[config.mk]
export PLATFORM = sky130hd
export DESIGN_NAME = mostrador_multiplexado
export DESIGN_NICKNAME = d
export VERILOG_FILES = /design/src/rtl/mostrador_multiplexado_pkg.sv /design/src/rtl/mostrador_multiplexado_decodificador.sv /design/src/rtl/mostrador_multiplexado.sv
export SDC_FILE = /design/constraint.sdc
export NUM_CORES = 1
export LEC_CHECK = 0
export CAP_MARGIN = 10
export CORE_MARGIN = 8
export CORE_UTILIZATION = 55
export DETAILED_ROUTE_END_ITERATION = 7
export PLACE_DENSITY = 0.91
export SLEW_MARGIN = 0
export SYNTH_ARGS = -nofsm -noshare
export SYNTH_HDL_FRONTEND = slang
export SYNTH_SLANG_ARGS = --single-unit
[constraint.sdc]
create_clock -name i_clock -period 3.8 [get_ports i_clock]
set_clock_uncertainty 0.05 [all_clocks]
set_input_delay 0.76 -clock i_clock [delete_from_list [all_inputs] [get_ports i_clock]]
set_output_delay 0.76 -clock i_clock [all_outputs]
set_load 0.01 [all_outputs]
[src/rtl/mostrador_multiplexado_pkg.sv]
// rtl/mostrador_multiplexado_pkg.sv - shared types and constants for the multiplexed display
package pacote_mostrador;

  typedef enum logic {
    BLANK = 1'b0,
    ON    = 1'b1
  } estado_t;

  localparam logic [1:0] PERFIL_OFF  = 2'b00;
  localparam logic [1:0] PERFIL_A    = 2'b01;
  localparam logic [1:0] PERFIL_B    = 2'b10;
  localparam logic [1:0] PERFIL_ERRO = 2'b11;

  // Active-low segment patterns, bit order {g,f,e,d,c,b,a}
  localparam logic [6:0] SEG_APAGADO = 7'b1111111;
  localparam logic [6:0] SEG_E       = 7'b0000110;
  localparam logic [6:0] SEG_TRACO   = 7'b0111111;

endpackage

[src/rtl/mostrador_multiplexado_decodificador.sv]
// rtl/mostrador_multiplexado_decodificador.sv - BCD to active-low 7-segment, dash above 9
module decodificador_7seg
  import pacote_mostrador::*;
(
  input  logic [3:0] i_bcd,
  output logic [6:0] o_seg
);

  always_comb begin
    o_seg = SEG_TRACO;
    case (i_bcd)
      4'd0: o_seg = 7'b1000000;
      4'd1: o_seg = 7'b1111001;
      4'd2: o_seg = 7'b0100100;
      4'd3: o_seg = 7'b0110000;
      4'd4: o_seg = 7'b0011001;
      4'd5: o_seg = 7'b0010010;
      4'd6: o_seg = 7'b0000010;
      4'd7: o_seg = 7'b1111000;
      4'd8: o_seg = 7'b0000000;
      4'd9: o_seg = 7'b0010000;
      default: o_seg = SEG_TRACO;
    endcase
  end

endmodule

[src/rtl/mostrador_multiplexado.sv]
// rtl/mostrador_multiplexado.sv - profile filter and 4-digit scan with inter-digit blanking
module mostrador_multiplexado
  import pacote_mostrador::*;
#(
  parameter int REFRESH_DIV  = 50000,
  parameter int BLANK_CYCLES = 500,
  parameter int HOLD_CYCLES  = 1000
) (
  input  logic        i_clock,
  input  logic        i_reset,
  input  logic        i_bits_mostrador,
  input  logic        i_bits_mostrador1,
  input  logic [15:0] i_dados_a,
  input  logic [15:0] i_dados_b,
  output logic [6:0]  o_segmentos,
  output logic [3:0]  o_anodos,
  output logic [1:0]  o_perfil,
  output logic        o_troca_perfil
);

  localparam int SW = $clog2((REFRESH_DIV > BLANK_CYCLES) ? REFRESH_DIV : BLANK_CYCLES) + 1;
  localparam int HW = $clog2(HOLD_CYCLES) + 1;
  localparam logic [SW-1:0] FIM_BLANK = SW'(BLANK_CYCLES - 1);
  localparam logic [SW-1:0] FIM_ON    = SW'(REFRESH_DIV - 1);
  localparam logic [HW-1:0] FIM_HOLD  = HW'(HOLD_CYCLES - 1);

  logic [1:0]    r_sinc1, r_sinc2, r_cand, r_perfil;
  logic [HW-1:0] r_cnt_filtro;
  logic          r_troca;

  estado_t       r_estado, w_estado_prox;
  logic [SW-1:0] r_cnt_scan, w_cnt_scan_prox;
  logic [1:0]    r_idx, w_idx_prox;
  logic          w_captura, w_fim_slot;

  logic [15:0]   w_palavra;
  logic [3:0]    w_nibble;
  logic [6:0]    w_seg_dig;
  logic [6:0]    r_segmentos;
  logic [3:0]    r_anodos;

  // A candidate must stay stable for HOLD_CYCLES before it replaces the accepted profile
  always_ff @(posedge i_clock) begin
    if (i_reset) begin
      r_sinc1      <= PERFIL_OFF;
      r_sinc2      <= PERFIL_OFF;
      r_cand       <= PERFIL_OFF;
      r_perfil     <= PERFIL_OFF;
      r_cnt_filtro <= '0;
      r_troca      <= 1'b0;
    end else begin
      r_sinc1 <= {i_bits_mostrador1, i_bits_mostrador};
      r_sinc2 <= r_sinc1;
      r_troca <= 1'b0;
      if (r_sinc2 != r_cand) begin
        r_cand       <= r_sinc2;
        r_cnt_filtro <= '0;
      end else if (r_cand != r_perfil) begin
        if (r_cnt_filtro == FIM_HOLD) begin
          r_perfil     <= r_cand;
          r_troca      <= 1'b1;
          r_cnt_filtro <= '0;
        end else begin
          r_cnt_filtro <= r_cnt_filtro + 1'b1;
        end
      end else begin
        r_cnt_filtro <= '0;
      end
    end
  end

  always_ff @(posedge i_clock) begin
    if (i_reset) begin
      r_estado   <= BLANK;
      r_cnt_scan <= '0;
      r_idx      <= 2'd0;
    end else begin
      r_estado   <= w_estado_prox;
      r_cnt_scan <= w_cnt_scan_prox;
      r_idx      <= w_idx_prox;
    end
  end

  always_comb begin
    w_estado_prox   = r_estado;
    w_cnt_scan_prox = r_cnt_scan + 1'b1;
    w_idx_prox      = r_idx;
    w_captura       = 1'b0;
    w_fim_slot      = 1'b0;
    case (r_estado)
      BLANK: begin
        if (r_cnt_scan == FIM_BLANK) begin
          w_estado_prox   = ON;
          w_cnt_scan_prox = '0;
          w_captura       = 1'b1;
        end
      end
      ON: begin
        if (r_cnt_scan == FIM_ON) begin
          w_estado_prox   = BLANK;
          w_cnt_scan_prox = '0;
          w_idx_prox      = r_idx + 2'd1;
          w_fim_slot      = 1'b1;
        end
      end
      default: begin
        w_estado_prox   = BLANK;
        w_cnt_scan_prox = '0;
      end
    endcase
  end

  assign w_palavra = (r_perfil == PERFIL_B) ? i_dados_b : i_dados_a;
  assign w_nibble  = w_palavra[{r_idx, 2'b00} +: 4];

  decodificador_7seg u_decodificador (
    .i_bcd (w_nibble),
    .o_seg (w_seg_dig)
  );

  // The slot's pattern is frozen at slot start; r_perfil here is the pre-update value
  always_ff @(posedge i_clock) begin
    if (i_reset) begin
      r_segmentos <= SEG_APAGADO;
      r_anodos    <= 4'b1111;
    end else if (w_captura) begin
      case (r_perfil)
        PERFIL_OFF: begin
          r_segmentos <= SEG_APAGADO;
          r_anodos    <= 4'b1111;
        end
        PERFIL_ERRO: begin
          r_segmentos <= SEG_E;
          r_anodos    <= ~(4'b0001 << r_idx);
        end
        default: begin
          r_segmentos <= w_seg_dig;
          r_anodos    <= ~(4'b0001 << r_idx);
        end
      endcase
    end else if (w_fim_slot) begin
      r_segmentos <= SEG_APAGADO;
      r_anodos    <= 4'b1111;
    end
  end

  assign o_segmentos    = r_segmentos;
  assign o_anodos       = r_anodos;
  assign o_perfil       = r_perfil;
  assign o_troca_perfil = r_troca;

endmodule
[Yosys cells after proc, flatten, opt, wreduce, memory -nomap -nowiden]
Memory sizes are Yosys's and may differ from the RTL's.
Cells that the tools add are included.
Operators by class
  $add $sub $neg: 3
  eq/ne operators: 7
  shift-type cells: 2
  multiplexer cells: 17
  bitwise gates (word level): 4
  reduce and logical (&&, ||, !) cells: 6
Operator list (count)
  $mux W17: 2
  $pmux W17 S2: 1
  $add A17 B1 Y17 const B: 1
  $eq A17 B16 Y1 const B: 1
  $eq A17 B9 Y1 const B: 1
  $mux W16: 1
  $shiftx A16 B5 Y4: 1
  $mux W7: 2
  $pmux W7 S2: 1
  $mux W4: 3
  $add A11 B1 Y11 const B: 1
  $eq A11 B10 Y1 const B: 1
  $mux W1: 6
  $eq A2 B2 Y1 const B: 2
  $ne A2 B2 Y1: 2
  $not A4 Y4: 1
  $reduce_or A4 Y1: 1
  $shl A1 B2 Y4 const A: 1
  $not A1 Y1: 3
  $reduce_and A3 Y1: 1
  $reduce_or A3 Y1: 1
  $add A2 B1 Y2 const B: 1
  $logic_not A2 Y1: 1
  $pmux W1 S2: 1
  other kinds (2): 2
Storage, ports and cells
  register bits after elaboration: 51
  bits in read-only memories: 112
  bits of input ports: 36
  output and inout bits: 14
  logic and storage cells: 51
  memories: 1
Memory list
  (no name shown): words 16, width 7, rd ports 1, clocked after Yosys merged registers in 0, write ports 0, line mostrador_multiplexado_decodificador.sv:11  | case (i_bcd)

[Depth between registers and ports, before layout]
Gate-level depths: netlist (run 1).
An unclocked memory read counts as a cell.
  word-level depth: 6
  mapped depth: 10
  depth with buffers taken out: 9

[Modules after synthesis]
A second synthesis (run 1) with hierarchy kept.
Second synthesis, totals
  cells, all modules: 291
  area total of the unflattened synthesis: 2777.7 sq um
Modules (own cells, without submodules)
  mostrador_multiplexado: instances 1, cells each 260, area each 2537.4 sq um, seq. area each 1021.0 sq um
  decodificador_7seg: instances 1, cells each 31, area each 240.2 sq um, seq. area each 0.0 sq um

[Worst setup path before layout (run 1)]
No wires, ideal clock.
  path type: register to register
  start point: register r_perfil[1] (netlist: o_perfil[1])
  end point: register r_segmentos[1] (netlist: o_segmentos[1])
  library setup time: 130 ps
  data arrival time: 2151 ps
  required time: 3620 ps
  path slack: 1469 ps
  stages on the path, launching flop included: 8
  path buffers: 1
  clock period less this slack: 2331 ps
  path through: dfxtp_1 -> ha_1 -> buf_6 -> mux4_1 -> mux2_4 -> ha_1 -> o22ai_1 -> a32oi_1
Between the ends
  word-level cells in the longest chain between the ends: 6
  elaborated cells on any way between the ends: 8
  classes of those cells: eq/ne: 2; shift: 1; mux: 3; reduce/logical: 1; memory: 1
RTL lines
  start, declared: line mostrador_multiplexado.sv:27  | logic [1:0] r_sinc1, r_sinc2, r_cand, r_perfil;
  start signal, assigned: line mostrador_multiplexado.sv:60  | r_perfil <= r_cand;
  $eq A2 B2 Y1: line mostrador_multiplexado.sv:113  | assign w_palavra = (r_perfil == PERFIL_B) ? i_dados_b : i_dados_a;
  $mux W16: line mostrador_multiplexado.sv:113
  $shiftx A16 B5 Y4: line mostrador_multiplexado.sv:114  | assign w_nibble = w_palavra[{r_idx, 2'b00} +: 4];
  $mem_v2 Z16 W7
  $pmux W7 S2 *: line mostrador_multiplexado.sv:127  | case (r_perfil)
  $mux W7 *: line mostrador_multiplexado.sv:126  | end else if (w_captura) begin
  end signal, assigned: line mostrador_multiplexado.sv:137  | r_segmentos <= w_seg_dig;
  end, declared: line mostrador_multiplexado.sv:39  | logic [6:0] r_segmentos;
Mark *: on every way between the ends. The rest lies on a longest branch, timed or not.
A chain may end at the register's enable or synchronous reset.

[Final worst setup path (run 1)]
  start point: register r_perfil[0] (netlist: o_perfil[0])
  end point: register r_segmentos[3] (netlist: o_segmentos[3])
Same word-level chain as after synthesis.

==> results of run 1 <==
## power by group through the flow
stage	logic (uW)	registers [uW]	clock network (uW)
global route	83.2	545	350
floorplan	37.6	555	0
finish	77.3	544	322
detailed placement	77.2	556	0
global placement	74.7	556	0
CTS	77.4	544	328
## layer usage
metal,vias up,GRT usage
met5,-,0
met4,0,0.05651
met3,8,0.03418
met2,34,0.2680
met1,965,0.1736
li1,993,-
## worst max-delay path by stage
stage                        from              to  slack, ns  cells after the start
floorplan             o_perfil[1]  o_segmentos[1]       1.47                      7
global placement     i_dados_a[0]  o_segmentos[3]       1.06                      7
detailed placement  i_dados_a[13]  o_segmentos[3]       0.97                      7
CTS                   o_perfil[1]  o_segmentos[3]       1.15                      7
global route          o_perfil[1]  o_segmentos[3]        1.0                      7
finish                o_perfil[0]  o_segmentos[3]       1.14                      8
## metrics by stage
stage	hold WS [ns]	power [uW]	instances	setup WS, ns	util
6_report	0.4002	942.8	356	1.144	0.7115
4_1_cts	0.4067	949.3	356	1.148	0.7115
3_5_place_dp	0.3784	633.7	348	0.9701	0.6905
3_3_place_gp	0.3764	630.9	348	1.064	0.6905
5_1_grt	0.4192	978.2	356	0.9957	0.7115
2_1_floorplan	0.3638	593.1	254	1.469	-
## worst register-to-register path: stages (launching register included)
cell	delay, ns
dfxtp_1	0.36
inv_1	0.10
ha_1	0.44
mux4_1	0.61
mux2_2	0.34
ha_1	0.30
nor2_1	0.04
o21ai_0	0.21
a2bb2oi_1	0.09
## cell families (layout without fill, tap and decap cells)
kind of cell / count (synthesis) / count (layout) / share of synthesized area
simple gates: 109 / 109 / 0.2281
mux: 14 / 14 / 0.1071
buf+inv: 17 / 67 / 0.03501
fa+ha+maj: 9 / 9 / 0.04502
xor+xnor: 29 / 29 / 0.1015
flops: 51 / 51 / 0.4082
compound gates: 25 / 25 / 0.07505
## cell usage after synthesis, types with 2 or more instances
| master | n | area, um^2 |
|---|---|---|
| dfxtp_1 | 51 | 1021 |
| nor2_1 | 42 | 157.7 |
| xnor2_1 | 19 | 166.4 |
| nand2_1 | 14 | 52.55 |
| nand3_1 | 12 | 60.06 |
| xor2_1 | 10 | 87.58 |
| ha_1 | 9 | 112.6 |
| inv_1 | 9 | 33.78 |
| nor3_1 | 9 | 45.04 |
| nor2b_1 | 7 | 43.79 |
| a2bb2oi_1 | 6 | 52.55 |
| a21oi_1 | 5 | 25.02 |
| nand4_1 | 5 | 31.28 |
| and3_1 | 4 | 25.02 |
| mux4_1 | 4 | 105.1 |
| mux4_2 | 4 | 90.09 |
| buf_6 | 3 | 33.78 |
| clkbuf_1 | 3 | 11.26 |
| o22a_1 | 3 | 26.28 |
| a32oi_1 | 2 | 17.52 |
| and2_1 | 2 | 12.51 |
| mux2_2 | 2 | 22.52 |
| mux2_4 | 2 | 30.03 |
| mux2i_1 | 2 | 20.02 |
| nor4_1 | 2 | 12.51 |
| o21ai_0 | 2 | 10.01 |
| or4b_1 | 2 | 20.02 |
## sequential cells by signal, indices dropped and copies added, names as in the netlist
register	cells
o_anodos	4
r_estado	1
o_troca_perfil	1
r_idx	2
r_sinc2	2
o_perfil	2
r_sinc1	2
r_cnt_filtro	11
r_cand	2
o_segmentos	7
r_cnt_scan	17
## area by class of cell
type                       instances  area [um^2]  share of cell area
timing repair buffer              49        490.5              0.1583
inverter                          10        37.54             0.01212
sequential                        51         1021              0.3296
clock inverter                     3        22.52            0.007270
multi-input combinational        186         1393              0.4495
clock buffer                       5        68.82             0.02221
tap                               52        65.06             0.02100
==> metrics.txt, run 1 <==
Via density 5.618; dpl cell area 3007 um^2; unrepaired setup endpoints after global routing no; path depth of the worst reg2reg path 8; hold buffer count at CTS 0; Layout area overhead 23.86%; Worst EP arrival 2.80 ns; PD cells just over 300 nW/um^2; kind of critical path flop to flop; post-CTS setup buffers 0; CTS tree built; crit start category flop; DR vias 2000; Mapped Cells around 250; core area 4354 um^2; num rows 24; FILL cells 324; GRT Util Overall 0.1520; layout cell share with drive strength beyond 1 0.07237; hold_sp r_sinc1[0]; Pre-antenna DRT Iters 4; outcome complete, no violations; Iteration-0 DRC Markers just under 80; DIE HEIGHT between 80 and 90 um; r2r startpoint o_perfil[0]; post-route cell area between 3000 and 4000 um^2; max layer used met4; first-pass GRT wire length 8.970 mm; r2r setup slk 1.14 ns; Final #Nets 348; Initial Util 0.5744; Seq pwr share 0.577; number of buffers created by CTS 5; PortBufs 49; Seq/Total Area, Yosys 0.4082; met3 routed WL about 170 um; critical path's slowest cell mux4_1; root buf cell clkbuf_8; internal power roughly 720 uW; initial antenna violation count 0; Hold Path Depth 1; M1 WL ~2.3 mm; clk buf depth 2; clock sink total 51; Antenna Nets Post-Route 0; Mapped Area ~2500 um^2; crit-path cells inv_1, ha_1, mux4_1, mux2_2, ha_1, nor2_1, o21ai_0, a2bb2oi_1; crit path buf inv count 1; WL final roughly 5.3 mm; crit end category flop; CP top delay family multiplexers; min-delay worst type flop to flop; worst vdd rail ir drop between 0.2 and 0.25 mV; Slew HR 0.6128; switching pwr about 220 uW; grt total ovfl 0; Avg Inst Size Synth 9.847 um^2; clock slew at reported path FFs 0.10 ns; MaxCap Viol Count 0; routability congestion estimate around 0.77; max incr delay on CP around 0.61 ns; DRC errors left 0; DP Wirelength 4.150 mm; Main synth FF type dfxtp_1; sink of the worst hold path r_sinc2[0]; CP max FO 8; Fin. Hold Viols 0; final period utilization 0.6989; switching share of power 0.2317; f_max approximately 380 MHz; most common cell after layout, fill and taps aside dfxtp_1; Synth Register Bits just over 50; final setup violating endpoints 0; Ports 50; number of synthesized flops with an enable pin 0; # resized after CTS 0; DIE AREA around 7000 um^2; Synth async-reset ratio 0; htree depth 2; most frequent cells in the layout 51 x dfxtp_1, 49 x clkdlybuf4s50_1, 42 x nor2_1, 19 x xnor2_1, 14 x nand2_1; n_diodes 0; Syn. warnings 0; Slew Viols, Final 0; vias in the first global route roughly 1900; reg2reg end o_segmentos[3]; setup TNS 0 ns; Tmin final around 2.7 ns; synth unique cells 46; Worst Max-Slew Pin Slew ~0.58 ns; Clock Power Share 0.341; syn_nets about 300; Required @ worst endpoint around 4.0 ns; Comb pwr share 0.082; wire length per cell between 10 and 15 um; most used cell, CP ha_1; Die Width ~83 um; metal2 WL approximately 2.7 mm; clk_lat worst skew 0.31 ns; largest net degree at the start of global routing 26; Static Leak ~0.0011 uW
(Power assumes the default switching activity.)
==> run 2, diff against run 1 <==
--- a/config.mk
+++ b/config.mk
@@ -7,9 +7,9 @@
 export LEC_CHECK = 0
 export CAP_MARGIN = 10
 export CORE_MARGIN = 8
-export CORE_UTILIZATION = 55
+export CORE_UTILIZATION = 51
 export DETAILED_ROUTE_END_ITERATION = 7
-export PLACE_DENSITY = 0.91
+export PLACE_DENSITY = 0.86
 export SLEW_MARGIN = 0
 export SYNTH_ARGS = -nofsm -noshare
 export SYNTH_HDL_FRONTEND = slang
==> constraint.sdc (replaced) <==
create_clock -name i_clock -period 2.55 [get_ports i_clock]
set_clock_uncertainty 0.05 [all_clocks]
set_input_delay 0.51 -clock i_clock [delete_from_list [all_inputs] [get_ports i_clock]]
set_output_delay 0.51 -clock i_clock [all_outputs]
set_load 0.01 [all_outputs]
==> run 2 against run 1 <==
Compared with the run above: setup slack lost 0.99 ns; largest cell class unchanged; largest power group unchanged; sequential cell count did not move; global-route usage shrank 0.23 points; non-clock buffer count up 5; die area grew 6.3%; count of clock-buffer cells in the layout is 1 higher; first-iteration DRC count increased by 47%; clock power increased by 46%.
==> metrics.txt, run 2 (same netlist as run 1, synthesis figures left out) <==
layout cell share with drive strength beyond 1 0.09061 (+0.01825); FILL cells 374 (+15%); max FFs per register 17 (unchanged); DR vias 1991 (-0.45%); Slew HR 0.6005 (-0.01231); Slew Viols, Final 0 (unchanged); Fin. Hold Viols 0 (unchanged); most frequent cells in the layout 50 x dfxtp_1, 49 x clkdlybuf4s50_1, 42 x nor2_1, 19 x xnor2_1, 14 x nand2_1; register bank with the most flops r_cnt_scan; M1 WL 2.413 mm (+2.9%); worst hold slack 0.4045 ns (+0.004251 ns); DP Wirelength 4.090 mm (-1.4%); metal2 WL 2.727 mm (-0.40%); unrepaired setup endpoints after global routing no; r2r startpoint o_perfil[0]; hold_sp r_cnt_filtro[0]; crit end category flop; routability congestion estimate 0.8109 (+5.4%); outcome complete, no violations; sink of the worst hold path r_cnt_filtro[0]; Antenna Nets Post-Route 0 (unchanged); Ports 50 (unchanged); reg2reg end o_segmentos[1]; root buf cell clkbuf_8; Pre-antenna DRT Iters 4 (unchanged); Worst Max-Slew Pin Slew 0.5957 ns (+0.01669 ns); number of buffers created by CTS 5 (unchanged); wire length per cell 14.35 um (-4.2%); DIE AREA 7401 um^2 (+6.3%); worst vdd rail ir drop 0.3572 mV (+47%); Critical Path Source o_perfil[0]; clk_lat worst skew 0.31 ns (about the same); Tmin final 2.400 ns (-0.2561 ns); setup TNS 0 ns (unchanged); CP max FO 8 (unchanged); max layer used met4; core area 4723 um^2 (+8.5%); Pwr Total 1399 uW (+48%); grt total ovfl 0 (unchanged); Required @ worst endpoint 2.69 ns (-1.26 ns); clock slew at reported path FFs 0.09 ns (about the same); Die Width 86.03 um (+3.1%); Hold Path Depth 1 (unchanged); most common cell after layout, fill and taps aside dfxtp_1; fin util 0.6721 (-0.03944); Layout area overhead 26.91%; Initial Util 0.5295 (-0.04489); GRT Util Overall 0.1497 (-0.002313); min-delay worst type flop to flop; clk buf depth 2 (unchanged); vias in the first global route 2000 (+3.8%); first-pass GRT wire length 9.045 mm (+0.84%); initial antenna violation count 0 (unchanged); met3 routed WL 161 um (-7.5%); htree depth 2 (unchanged); final setup violating endpoints 0 (unchanged); PD cells 440.7 nW/um^2 (+45%); DIE HEIGHT 86.03 um (+3.1%); Static Leak 0.001163 uW (+2.4%); num rows 25 (+4.2%); f_max 416.7 MHz (+11%); clock sink total 51 (unchanged); Final #Nets 353 (+1.4%); Via density 5.295 (-5.7%); n_diodes 0 (unchanged); PortBufs 49 (unchanged); final period utilization 0.9411 (+0.2422); r2r setup slk 0.15 ns (-0.99 ns); Worst EP arrival 2.54 ns (-0.26 ns); kind of critical path flop to flop; DRC errors left 0 (unchanged); path depth of the worst reg2reg path 8 (unchanged); crit start category flop; MaxCap Viol Count 0 (unchanged); Iteration-0 DRC Markers 113 (+47%); WL final 5.395 mm (+1.2%); CTS tree built; largest net degree at the start of global routing 26 (unchanged)
==> run 2: changes by cell type in the layout (fill, tap and decap cells not counted), sizes merged <==
cell	previous run	this run
clkinv	2	1
clkinvlp	0	1
buf	0	5
clkbuf	5	6
inv	11	10
==> run 2: what timing repair did <==
item	4_1_cts	5_1_grt
setup buffers	0	0
resized for setup	0	4
hold buffers	0	0
setup endpoints to repair	0	5
==> run 2: power breakdown <==
group	switching (uW)	internal, uW
Clock	272	197
Combinational	39.9	79.0
Sequential	6.78	804
==> run 2: critical path: stages (launching register included) <==
cell and delay, ns:
dfxtp_2 0.35, inv_1 0.08, ha_1 0.19, buf_12 0.14, mux4_1 0.55, mux2_4 0.32
ha_1 0.32, o22ai_1 0.16, a32oi_1 0.11
==> run 2: worst max-delay path by stage <==
stage / endpoint / slack (ns) / depth (start not counted)
floorplan: o_segmentos[1] / 0.22 / 7
global placement: o_segmentos[1] / 0.07 / 6
detailed placement: o_segmentos[3] / 0.01 / 7
CTS: o_segmentos[3] / 0.08 / 9
global route: o_segmentos[3] / 0.03 / 9
finish: o_segmentos[1] / 0.15 / 8
==> run 2: cell type report <==
class	count	area, um^2	share of cell area
multi-input combinational	186	1401	0.4415
sequential	51	1022	0.3220
timing repair buffer	54	540.5	0.1703
tap	67	83.83	0.02641
clock buffer	6	72.57	0.02286
inverter	10	37.54	0.01183
clock inverter	2	16.27	0.005124
==> run 2: routing by layer <==
layer / up-vias / global-route usage
li1: 1003 / -
met1: 947 / 0.1732
met2: 31 / 0.2603
met3: 10 / 0.03725
met4: 0 / 0.05096
met5: - / 0
==> run 2: stage by stage <==
step                setup slack, ns  area, um^2  instances
floorplan                    0.2194        2501        254
global placement            0.07443        3075        368
detailed placement          0.01038        3075        368
CTS                         0.07711        3164        376
global route                0.03239        3174        376
finish                       0.1501        3174        376
